### config.mk
export PLATFORM = sky130hd
export DESIGN_NAME = bitmask_index_encoder
export DESIGN_NICKNAME = d
export VERILOG_FILES = /design/src/rtl/bitmask_enc_pkg.sv /design/src/rtl/bitmask_index_encoder_find_first_set.sv /design/src/rtl/bitmask_index_encoder.sv
export SDC_FILE = /design/constraint.sdc
export NUM_CORES = 1
export LEC_CHECK = 0
export CAP_MARGIN = 40
export CORE_MARGIN = 2
export CORE_UTILIZATION = 49
export DETAILED_ROUTE_END_ITERATION = 10
export GPL_ROUTABILITY_DRIVEN = 0
export PLACE_DENSITY = 0.81
export SLEW_MARGIN = 10
export SYNTH_ARGS = -nofsm -noshare
export SYNTH_HDL_FRONTEND = slang
export SYNTH_SLANG_ARGS = --single-unit
### constraint.sdc
create_clock -name clk -period 3.3 [get_ports clk]
set_input_delay 0.495 -clock clk [delete_from_list [all_inputs] [get_ports clk]]
set_output_delay 0.495 -clock clk [all_outputs]
set_load 0.03 [all_outputs]
### src/rtl/bitmask_enc_pkg.sv
// Shared types and helpers for the bitmask index encoder.
// Build option: BITMASK_ENC_MSB_FIRST_EN selects highest-set-bit-first scan order.
package bitmask_enc_pkg;

    localparam int DEFAULT_N    = 8;
    localparam int POPCNT_MAX_W = 64;

    typedef enum logic {
        ST_IDLE = 1'b0,
        ST_BUSY = 1'b1
    } state_e;

    // True when exactly one bit of v is set; callers zero-extend narrower masks.
    function automatic logic popcount_is_one(input logic [POPCNT_MAX_W-1:0] v);
        return (v != {POPCNT_MAX_W{1'b0}}) &&
               ((v & (v - {{(POPCNT_MAX_W-1){1'b0}}, 1'b1})) == {POPCNT_MAX_W{1'b0}});
    endfunction

endpackage

### src/rtl/bitmask_index_encoder_find_first_set.sv
// Combinational priority finder: index of the lowest (or highest) set bit of a mask.
// Scan direction is a parameter so the top can tie it to BITMASK_ENC_MSB_FIRST_EN.
module find_first_set
    import bitmask_enc_pkg::*;
#(
    parameter int N         = DEFAULT_N,
    parameter int W         = $clog2(N),
    parameter bit MSB_FIRST = 1'b0
) (
    input  logic [N-1:0] mask_i,
    output logic [W-1:0] idx_o,
    output logic         found_o
);

    // Later loop iterations take priority, so the loop runs toward the winning end.
    always_comb begin
        idx_o   = {W{1'b0}};
        found_o = |mask_i;
        if (MSB_FIRST) begin
            for (int i = 0; i < N; i++) begin
                idx_o = mask_i[i] ? W'(i) : idx_o;
            end
        end else begin
            for (int i = N - 1; i >= 0; i--) begin
                idx_o = mask_i[i] ? W'(i) : idx_o;
            end
        end
    end

endmodule

### src/rtl/bitmask_index_encoder.sv
// Sequential mask-to-index encoder: emits one set-bit index per output handshake.
// Build option: BITMASK_ENC_MSB_FIRST_EN scans highest set bit first (default lowest first).
module bitmask_index_encoder
    import bitmask_enc_pkg::*;
#(
    parameter  int N = DEFAULT_N,
    localparam int W = $clog2(N)
) (
    input  logic         clk,
    input  logic         rst_n,
    input  logic         in_valid,
    output logic         in_ready,
    input  logic [N-1:0] in_mask,
    input  logic         flush,
    output logic         out_valid,
    input  logic         out_ready,
    output logic [W-1:0] out_idx,
    output logic         out_last
);

`ifdef BITMASK_ENC_MSB_FIRST_EN
    localparam bit MSB_FIRST = 1'b1;
`else
    localparam bit MSB_FIRST = 1'b0;
`endif

    localparam logic [N-1:0] ONE_N = {{(N-1){1'b0}}, 1'b1};

    state_e         state_q, state_d;
    logic [N-1:0]   pend_q, pend_d;
    logic           out_valid_q, out_valid_d;
    logic [W-1:0]   out_idx_q, out_idx_d;
    logic           out_last_q, out_last_d;
    logic           in_ready_q, in_ready_d;
    logic [W-1:0]   ffs_idx_s;
    logic           ffs_found_s;

    // The finder looks at next-state pend so the registered index lines up with pend_q.
    find_first_set #(
        .N         (N),
        .W         (W),
        .MSB_FIRST (MSB_FIRST)
    ) u_ffs (
        .mask_i  (pend_d),
        .idx_o   (ffs_idx_s),
        .found_o (ffs_found_s)
    );

    // Next-state logic for the FSM and pending mask; flush overrides every transition.
    always_comb begin
        state_d = state_q;
        pend_d  = pend_q;
        if (flush) begin
            state_d = ST_IDLE;
            pend_d  = {N{1'b0}};
        end else begin
            case (state_q)
                ST_IDLE: begin
                    if (in_valid && in_ready_q && (in_mask != {N{1'b0}})) begin
                        pend_d  = in_mask;
                        state_d = ST_BUSY;
                    end else begin
                        state_d = ST_IDLE;
                    end
                end
                ST_BUSY: begin
                    if (out_valid_q && out_ready) begin
                        pend_d  = pend_q & ~(ONE_N << out_idx_q);
                        state_d = out_last_q ? ST_IDLE : ST_BUSY;
                    end else begin
                        state_d = ST_BUSY;
                    end
                end
                default: begin
                    state_d = ST_IDLE;
                    pend_d  = {N{1'b0}};
                end
            endcase
        end
    end

    // Output next values; pend_d is non-zero exactly when the FSM is heading to BUSY.
    always_comb begin
        out_valid_d = ffs_found_s;
        out_idx_d   = ffs_idx_s;
        out_last_d  = popcount_is_one(POPCNT_MAX_W'(pend_d));
        in_ready_d  = ~ffs_found_s;
    end

    // State, pending mask and registered outputs with synchronous active-low reset.
    always_ff @(posedge clk) begin
        if (!rst_n) begin
            state_q     <= ST_IDLE;
            pend_q      <= {N{1'b0}};
            out_valid_q <= 1'b0;
            out_idx_q   <= {W{1'b0}};
            out_last_q  <= 1'b0;
            in_ready_q  <= 1'b1;
        end else begin
            state_q     <= state_d;
            pend_q      <= pend_d;
            out_valid_q <= out_valid_d;
            out_idx_q   <= out_idx_d;
            out_last_q  <= out_last_d;
            in_ready_q  <= in_ready_d;
        end
    end

    assign in_ready  = in_ready_q;
    assign out_valid = out_valid_q;
    assign out_idx   = out_idx_q;
    assign out_last  = out_last_q;

endmodule

==> impl_metrics.toml, run 1 <==
[outcome]
status = "finished clean"

[cts]
numCtsBuffers = 3
post_cts_buffers = 0
insertion_delay_ps = 280
clkTransAtPathRegs_ps = 90
cts_buffer_depth = 2
hold_buffers = 0
clock-sinks = 15
cts_resized = 0
root_buffer = "clkbuf_4"
cts_tree = "built"
htree_levels = 1

[grt]
antenna_found_initial = 0
grt_max_degree = 12
grt_usage = 0.2102
overflow = 0
grt_pass1_wl_um = 3146
grt_pass1_vias = 745

[timing]
worst_hold_slack_ps = 563.7
fin_crit_ps = 2373
fin_skew_ps = 3.155
relSlewSlack = 0.5941
tightest_slew_ps = 601.2
setup_viol = 0
clock.fmax_mhz = 421.4
final-max-slew-violation-count = 0
rsz0062_at_grt = "false"
setup_tns_ps = 0
fin_crit_sh = 0.7190
finalHoldViolCount = 0

[flow_run]
drv_cap = 0

[place]
hpwl_um = 1661
place_area_um2 = 1086
dp.cells = 143
io_buffer_count = 18

[power_and_ir_drop]
power_leakage_uw = 0.0003929
power_density_nw_per_um2 = 414.5
vdd_drop_max_uv = 275.3
p_total_uw = 461.6

[min_path]
hold_start = "out_last"
whs_path_depth = 3
hold_end = "state_q"
hold_path_class = "flip-flop to flip-flop"

[route]
drt-wirelength-per-cell_um = 14.16
wl_um = 2081
antenna_left = 0
drc = 0
route.vias.total = 826
first_pass_iters = 4
vias_per_cell = 5.619
drt_iter0_markers = 23

[setup_path]
r2r_slack_ps = 1150
worstPathArrival_ps = 2590
path_class = "input pin to flip-flop"
r2r_cells = 7
end_kind = "flip-flop"
max_stage_delay_ps = 470
critPathRequiredTime_ps = 3520
r2r-end = "out_last"
startpoint_type = "input pin"
cp_slowest_cell = "clkdlybuf4s50_1"
reg2reg_from = "state_q"
path_cells = "clkdlybuf4s50_1 -> nor4_4 -> a21oi_4 -> o21ai_1 -> nor4_2 -> and3_1 -> o31a_1 -> nor3b_2"
path_max_fanout = 9

[die]
coreArea_um2 = 1727
die_h_um = 46.70
initial_core_util = 0.5174
rows = 15
dieArea_um2 = 2181
pin_count = 19
dieWidth_um = 46.70

[cells_and_area]
instances_no_fill = 147
drive_above_1_share = 0.1311
final_nets = 136
final_area_um2 = 1114
n_antenna_cell = 0
area.growth.synth_to_final_pct = 24.65

[synth]
syn-cell-area_um2 = 893.4
ys.warnings.count = 0
synth_cell_types = 37
dominantRegCellSynth = "dfxtp_1"
yosys-top-cells-area = "dfxtp_1 34%, nor2_1 5.9%, nand2_1 5.5%"
avgSynthCellArea_um2 = 8.673
synth_common_cells = "15 x dfxtp_1, 14 x nor2_1, 13 x nand2_1"
syn-num-nets = 116
synth-edff-count = 0
yosysTopAreaCell = "dfxtp_1"
synthArstFlopShare = 0
yosysSeqAreaShare = 0.3361
yosysTopAreaCellShare = 0.3361
yosys_register_bits = 15
synth_most_common_cell = "dfxtp_1"
syn_inst = 103
-- layout by cell type (no fill, tap or decap), drive strengths merged --
| cell | n |
|---|---|
| clkbuf | 3 |
| nor3b | 2 |
| o211a | 1 |
| a221oi | 1 |
| and3b | 1 |
| nor2b | 3 |
| nor3 | 3 |
| mux2 | 1 |
| a21o | 2 |
| o311ai | 2 |
| nand4b | 1 |
| o31ai | 2 |
| nor2 | 14 |
| o22ai | 1 |
| o21ai | 13 |
| nand3b | 1 |
| nand2b | 2 |
| nand4 | 1 |
| o21a | 3 |
| o31a | 1 |
| clkinv | 1 |
| o211ai | 1 |
| inv | 2 |
| nand2 | 13 |
| a31oi | 1 |
| a21oi | 6 |
| a211oi | 2 |
| dfxtp | 15 |
| clkdlybuf4s50 | 18 |
| and3 | 1 |
| o311a | 1 |
| nor4 | 3 |
-- how the worst max path moves through the flow --
stage | start | endpoint | slack [ps] | depth (start not counted)
2_1_floorplan | in_mask[2] | out_last | 1320 | 7
3_3_place_gp | out_ready | out_last | 720 | 8
6_report | in_mask[7] | out_last | 930 | 8
3_5_place_dp | in_mask[7] | out_last | 650 | 8
4_1_cts | in_mask[7] | out_last | 930 | 8
5_1_grt | out_ready | out_last | 750 | 8
-- report_power, final --
part | internal (µW) | switching (µW)
combinational | 67.4 | 85.0
sequential | 194 | 11.5
clock | 44.9 | 58.4
total | 307 | 155
-- flip-flops by register name (all words and copies together) (netlist names) --
register,count
pend_q,8
out_last,1
out_valid,1
in_ready,1
state_q,1
out_idx,3
-- worst max-delay path, delay by kind of cell --
kind,cells,cell delay [ps]
AOI/OAI and AO/OA,3,790
buffers and inverters,1,470
and+or+nand+nor,4,830
-- per-layer routing --
metal  GRT usage  routed length (µm)
met2      0.3750                1048
met3     0.03137                  89
met5           0                   0
met4      0.1111                  29
met1      0.2394                 914
-- stage by stage --
stage / utilization / setup slack (ps)
2_1_floorplan: - / 1319
3_3_place_gp: 0.6290 / 716.3
3_5_place_dp: 0.6290 / 652.3
4_1_cts: 0.6449 / 934.1
5_1_grt: 0.6449 / 754.7
6_report: 0.6449 / 927.2
-- cell type report --
cell class,count,area (µm²)
Inverter,2,7.507
Clock inverter,1,5.005
Fill cell,154,613.1
Clock buffer,3,22.52
Tap cell,25,31.28
Multi-Input combinational cell,83,566.8
Sequential cell,15,300.3
Timing Repair Buffer,18,180.2
-- cell families (layout without fill, tap and decap cells) --
family / after synthesis / after routing / synth area share
AND/OR/NAND/NOR: 45 / 45 / 0.3053
AO/OA/AOI/OAI: 37 / 37 / 0.3123
buffers and inverters: 5 / 24 / 0.02942
multiplexers: 1 / 1 / 0.01680
flip-flops: 15 / 15 / 0.3361
Power figures use the tool's default switching activity.
==> run 2: changes to the inputs <==
==> constraint.sdc (replaced) <==
create_clock -name clk -period 2.3 [get_ports clk]
set_input_delay 0.345 -clock clk [delete_from_list [all_inputs] [get_ports clk]]
set_output_delay 0.345 -clock clk [all_outputs]
set_load 0.03 [all_outputs]
==> run 2 against run 1 <==
Clock-buffer cell count rose by 1; wire length rose by 8.5%; non-clock buffer count rose by 12; critical path type unchanged; largest power group unchanged.
==> impl_metrics.toml, run 2 (synthesized netlist as in run 1, its figures left out) <==
[outcome]
status = "finished clean"

[cts]
clkTransAtPathRegs_ps = 90
cts_tree = "built"
clock-sinks = 15
post_cts_buffers = 0
cts_buffer_depth = 2
insertion_delay_ps = 290
numCtsBuffers = 3
htree_levels = 1
cts_resized = 0
hold_buffers = 0
root_buffer = "clkbuf_4"

[power_and_ir_drop]
combPwrFrac = 0.351
power_density_nw_per_um2 = 580.9
switching_share = 0.3375
power_frac_seq = 0.426
internal_power_uw = 462.7
vdd_drop_max_uv = 392.2
p_switching_uw = 235.7
p_total_uw = 698.4
power_leakage_uw = 0.0004472
pwr-share-clk = 0.224

[grt]
grt_pass1_vias = 808
grt_max_degree = 10
overflow = 0
grt_usage = 0.2281
grt_pass1_wl_um = 3443
antenna_found_initial = 0

[setup_path]
crit_cells = 8
cp_slowest_cell = "clkdlybuf4s50_1"
worst-path-buf-inv = 1
path_max_fanout = 9
r2r_cells = 7
critical-path-top-delay-family = "simple AND/OR/NAND/NOR gates"
path_cells = "clkdlybuf4s50_1 -> nor4_4 -> a21oi_4 -> mux2_4 -> o311ai_4 -> and3_1 -> o31a_1 -> nor3b_2"
startpoint_type = "input pin"
r2r_slack_ps = 190
critPathRequiredTime_ps = 2530
reg2reg_from = "state_q"
path_class = "input pin to flip-flop"
startpoint = "in_mask[2]"
end_kind = "flip-flop"
max_stage_delay_ps = 460
r2r-end = "out_last"
endpoint = "out_last"
worstPathArrival_ps = 2380

[timing]
fin_crit_sh = 0.9374
setup_viol = 0
relSlewSlack = 0.6722
timing.final.ws_setup_ps = 144.1
clock.fmax_mhz = 463.8
fin_skew_ps = 5.978
finalHoldViolCount = 0
rsz0062_at_grt = "false"
final-max-slew-violation-count = 0
tightest_slew_ps = 491.7
setup_tns_ps = 0
worst_hold_slack_ps = 579.2
fin_crit_ps = 2156

[cells_and_area]
fillers = 154
final_nets = 148
regMostFlops = "pend_q"
final_cell_mix = "18 x clkdlybuf4s50_1, 15 x dfxtp_1, 14 x nor2_1"
final_common_cell = "clkdlybuf4s50_1"
drive_above_1_share = 0.2015
instances_no_fill = 159
largest_reg_flops = 8
multi_input_area_um2 = 566.8
area.growth.synth_to_final_pct = 34.59
register_area_um2 = 300.3
n_antenna_cell = 0

[die]
dieArea_um2 = 2181
dieWidth_um = 46.70
initial_core_util = 0.5174
rows = 15
die_h_um = 46.70
coreArea_um2 = 1727
pin_count = 19

[route]
antenna_left = 0
vias_per_cell = 5.704
drt-wirelength-per-cell_um = 14.20
wl_um = 2258
first_pass_iters = 4
drc = 0
route.vias.total = 907
drt_iter0_markers = 23

[place]
hpwl_um = 1825
dp.cells = 155
pre_cts_slack_ps = -156.7
io_buffer_count = 18

[flow_run]
drv_cap = 0

[min_path]
hold_path_class = "flip-flop to flip-flop"
[run 2: per-stage QoR]
| step | utilization | cell area (µm²) |
|---|---|---|
| after floorplan | - | 893.4 |
| after global placement | 0.6812 | 1176 |
| after detailed placement | 0.6812 | 1176 |
| after CTS | 0.6964 | 1202 |
| after global routing | 0.6964 | 1202 |
| final | 0.6964 | 1202 |
[run 2: worst min-delay path: stages, from the launching register on]
cell and delay (ps):
dfxtp_1 350, nand2_1 60, nor2_1 80, nor3_1 50
[run 2: power groups by stage]
stage	clock [µW]	sequential [µW]	combinational, µW
2_1_floorplan	0	324	120
3_3_place_gp	0	302	239
3_5_place_dp	0	303	242
4_1_cts	155	297	243
5_1_grt	167	300	262
6_report	156	297	245
[run 2: routing by layer]
metal | share of wire | global-route usage
met1 | 0.43 | 0.2695
met2 | 0.49 | 0.3889
met3 | 0.066 | 0.05882
met4 | 0.017 | 0.1000
met5 | 0 | 0
[run 2: how the worst min path moves through the flow]
stage | startpoint | endpoint | depth (start not counted)
2_1_floorplan | rst_n | in_ready | 1
3_3_place_gp | out_last | state_q | 3
3_5_place_dp | out_last | state_q | 3
4_1_cts | out_last | state_q | 3
5_1_grt | in_ready | state_q | 2
6_report | out_last | state_q | 3
[run 2: layout make-up]
type / instances / share of cell area
inverters: 2 / 0.006244
multi-input cells: 83 / 0.4714
repair buffers: 30 / 0.2248
clock buffers: 4 / 0.02185
flip-flops and latches: 15 / 0.2497
well taps: 25 / 0.02601
==> run 3: changes to the inputs <==
--- a/config.mk
+++ b/config.mk
@@ -7,10 +7,9 @@
 export LEC_CHECK = 0
 export CAP_MARGIN = 40
 export CORE_MARGIN = 2
-export CORE_UTILIZATION = 49
+export CORE_UTILIZATION = 40
 export DETAILED_ROUTE_END_ITERATION = 10
-export GPL_ROUTABILITY_DRIVEN = 0
-export PLACE_DENSITY = 0.81
+export PLACE_DENSITY = 0.69
 export SLEW_MARGIN = 10
 export SYNTH_ARGS = -nofsm -noshare
 export SYNTH_HDL_FRONTEND = slang
==> run 3 against run 2 <==
First-iteration DRC count is 87% higher; sequential power barely moved; non-clock buffer count up 1; wire length is 3.9% higher; clock power down 3%; global-route usage decreased by 2.8 points; largest cell class unchanged; sequential cell count unchanged; utilization fell by 13 points.
==> impl_metrics.toml, run 3 (synthesized netlist as in run 1, its figures left out) <==
[power_and_ir_drop]
vdd_drop_max_uv = 358.0
p_total_uw = 696.8
power_leakage_uw = 0.0004554
power_density_nw_per_um2 = 571.7

[timing]
fin_crit_ps = 2152
final-max-slew-violation-count = 0
clock.fmax_mhz = 464.8
worst_hold_slack_ps = 579.6
setup_viol = 0
rsz0062_at_grt = "false"
fin_crit_sh = 0.9355
finalHoldViolCount = 0
fin_skew_ps = 9.225
tightest_slew_ps = 389.6
relSlewSlack = 0.7397

[cts]
root_buffer = "clkbuf_4"
cts_tree = "built"
insertion_delay_ps = 290
post_cts_buffers = 0
clock-sinks = 15
htree_levels = 1
cts_buffer_depth = 2
numCtsBuffers = 3
clkTransAtPathRegs_ps = 90

[route]
first_pass_iters = 4
wl_met3_um = 125
vias_per_cell = 5.601
antenna_left = 0
wl_met2_um = 1139
drt_iter0_markers = 43
drc = 0
highest_layer = "met4"
met1_length_um = 1024
route.vias.total = 913
drt-wirelength-per-cell_um = 14.40
wl_um = 2347

[place]
gp_congestion = 0.9235
hpwl_um = 1852
place_area_um2 = 1187
io_buffer_count = 18

[setup_path]
path_max_fanout = 9
path_cells = "clkdlybuf4s50_1 -> nor4_4 -> a21oi_4 -> mux2_4 -> o311ai_4 -> and3_1 -> o31a_1 -> nor3b_2"
worstPathArrival_ps = 2380
end_kind = "flip-flop"
critPathRequiredTime_ps = 2530
max_stage_delay_ps = 470
critical-path-top-delay-family = "simple AND/OR/NAND/NOR gates"
r2r_slack_ps = 200
cp_slowest_cell = "clkdlybuf4s50_1"
startpoint_type = "input pin"
worst-path-buf-inv = 1
path_class = "input pin to flip-flop"

[outcome]
status = "finished clean"

[cells_and_area]
final_area_um2 = 1219
register_area_um2 = 300.3
final_common_cell = "clkdlybuf4s50_1"
multi_input_area_um2 = 570.5
largest_reg_flops = 8
n_antenna_cell = 0
fillers = 210
regMostFlops = "pend_q"
final_util = 0.5617
area.growth.synth_to_final_pct = 36.41
final_cell_mix = "18 x clkdlybuf4s50_1, 15 x dfxtp_1, 14 x nor2_1"
drive_above_1_share = 0.2222
final_nets = 149

[grt]
grt_max_degree = 10
grt_pass1_vias = 866
grt_pass1_wl_um = 3864
overflow = 0
antenna_found_initial = 0
grt_usage = 0.2000

[die]
initial_core_util = 0.4118
dieArea_um2 = 2628
pin_count = 19
coreArea_um2 = 2170
die_h_um = 51.26
rows = 17
dieWidth_um = 51.26

[min_path]
hold_path_class = "flip-flop to flip-flop"

[flow_run]
drv_cap = 0
==> run 3: changes by cell type in the layout (fill, tap and decap cells not counted), sizes merged <==
cell / previous run / this run
clkinv: 0 / 1
clkbuf: 4 / 3
buf: 12 / 13
==> run 3: worst reg2reg max path: cells and delay by family (launching register included) <==
kind             cells  cell delay, ps
AO/OA/AOI/OAI        4             840
AND/OR/NAND/NOR      3             730
flip-flops           1             470
==> run 3: worst paths after layout <==
kind                    from       end  cells after the start
hold / removal      out_last   state_q                      3
setup reg to reg     state_q  out_last                      7
setup / recovery  in_mask[7]  out_last                      8
hold reg to reg     out_last   state_q                      3
==> run 3: area by class of cell <==
cell class | count | area share
clock buffers | 3 | 0.01848
repair buffers | 31 | 0.2279
flip-flops and latches | 15 | 0.2464
inverters | 2 | 0.006160
clock inverters | 1 | 0.004107
multi-input cells | 83 | 0.4682
well taps | 28 | 0.02875
==> run 3: what timing repair did <==
action	CTS	global route
endpoints found under the setup margin	0	1
gates resized for setup	0	1
hold buffers	0	0
endpoints found under the hold margin	0	0
==> run 3: per-stage QoR <==
step	instances	worst slack, ps	setup TNS (ps)
6_report	163	148.4	0
4_1_cts	163	149.4	0
5_1_grt	163	24.11	0
3_3_place_gp	159	-108.8	-295.4
2_1_floorplan	103	351.5	0
3_5_place_dp	159	-143.9	-445.3
==> run 3: where the power goes <==
part / total [µW] / internal (µW) / switching (µW)
logic: 247 / 118 / 129
clock network: 151 / 64.7 / 86.7
registers: 299 / 279 / 19.9
total: 697 / 461 / 236
==> run 3: metal layers <==
layer,global-route usage,vias up
met4,0.1184,0
met2,0.3377,33
met3,0.03509,7
met1,0.2356,430
li1,-,443
met5,0,-
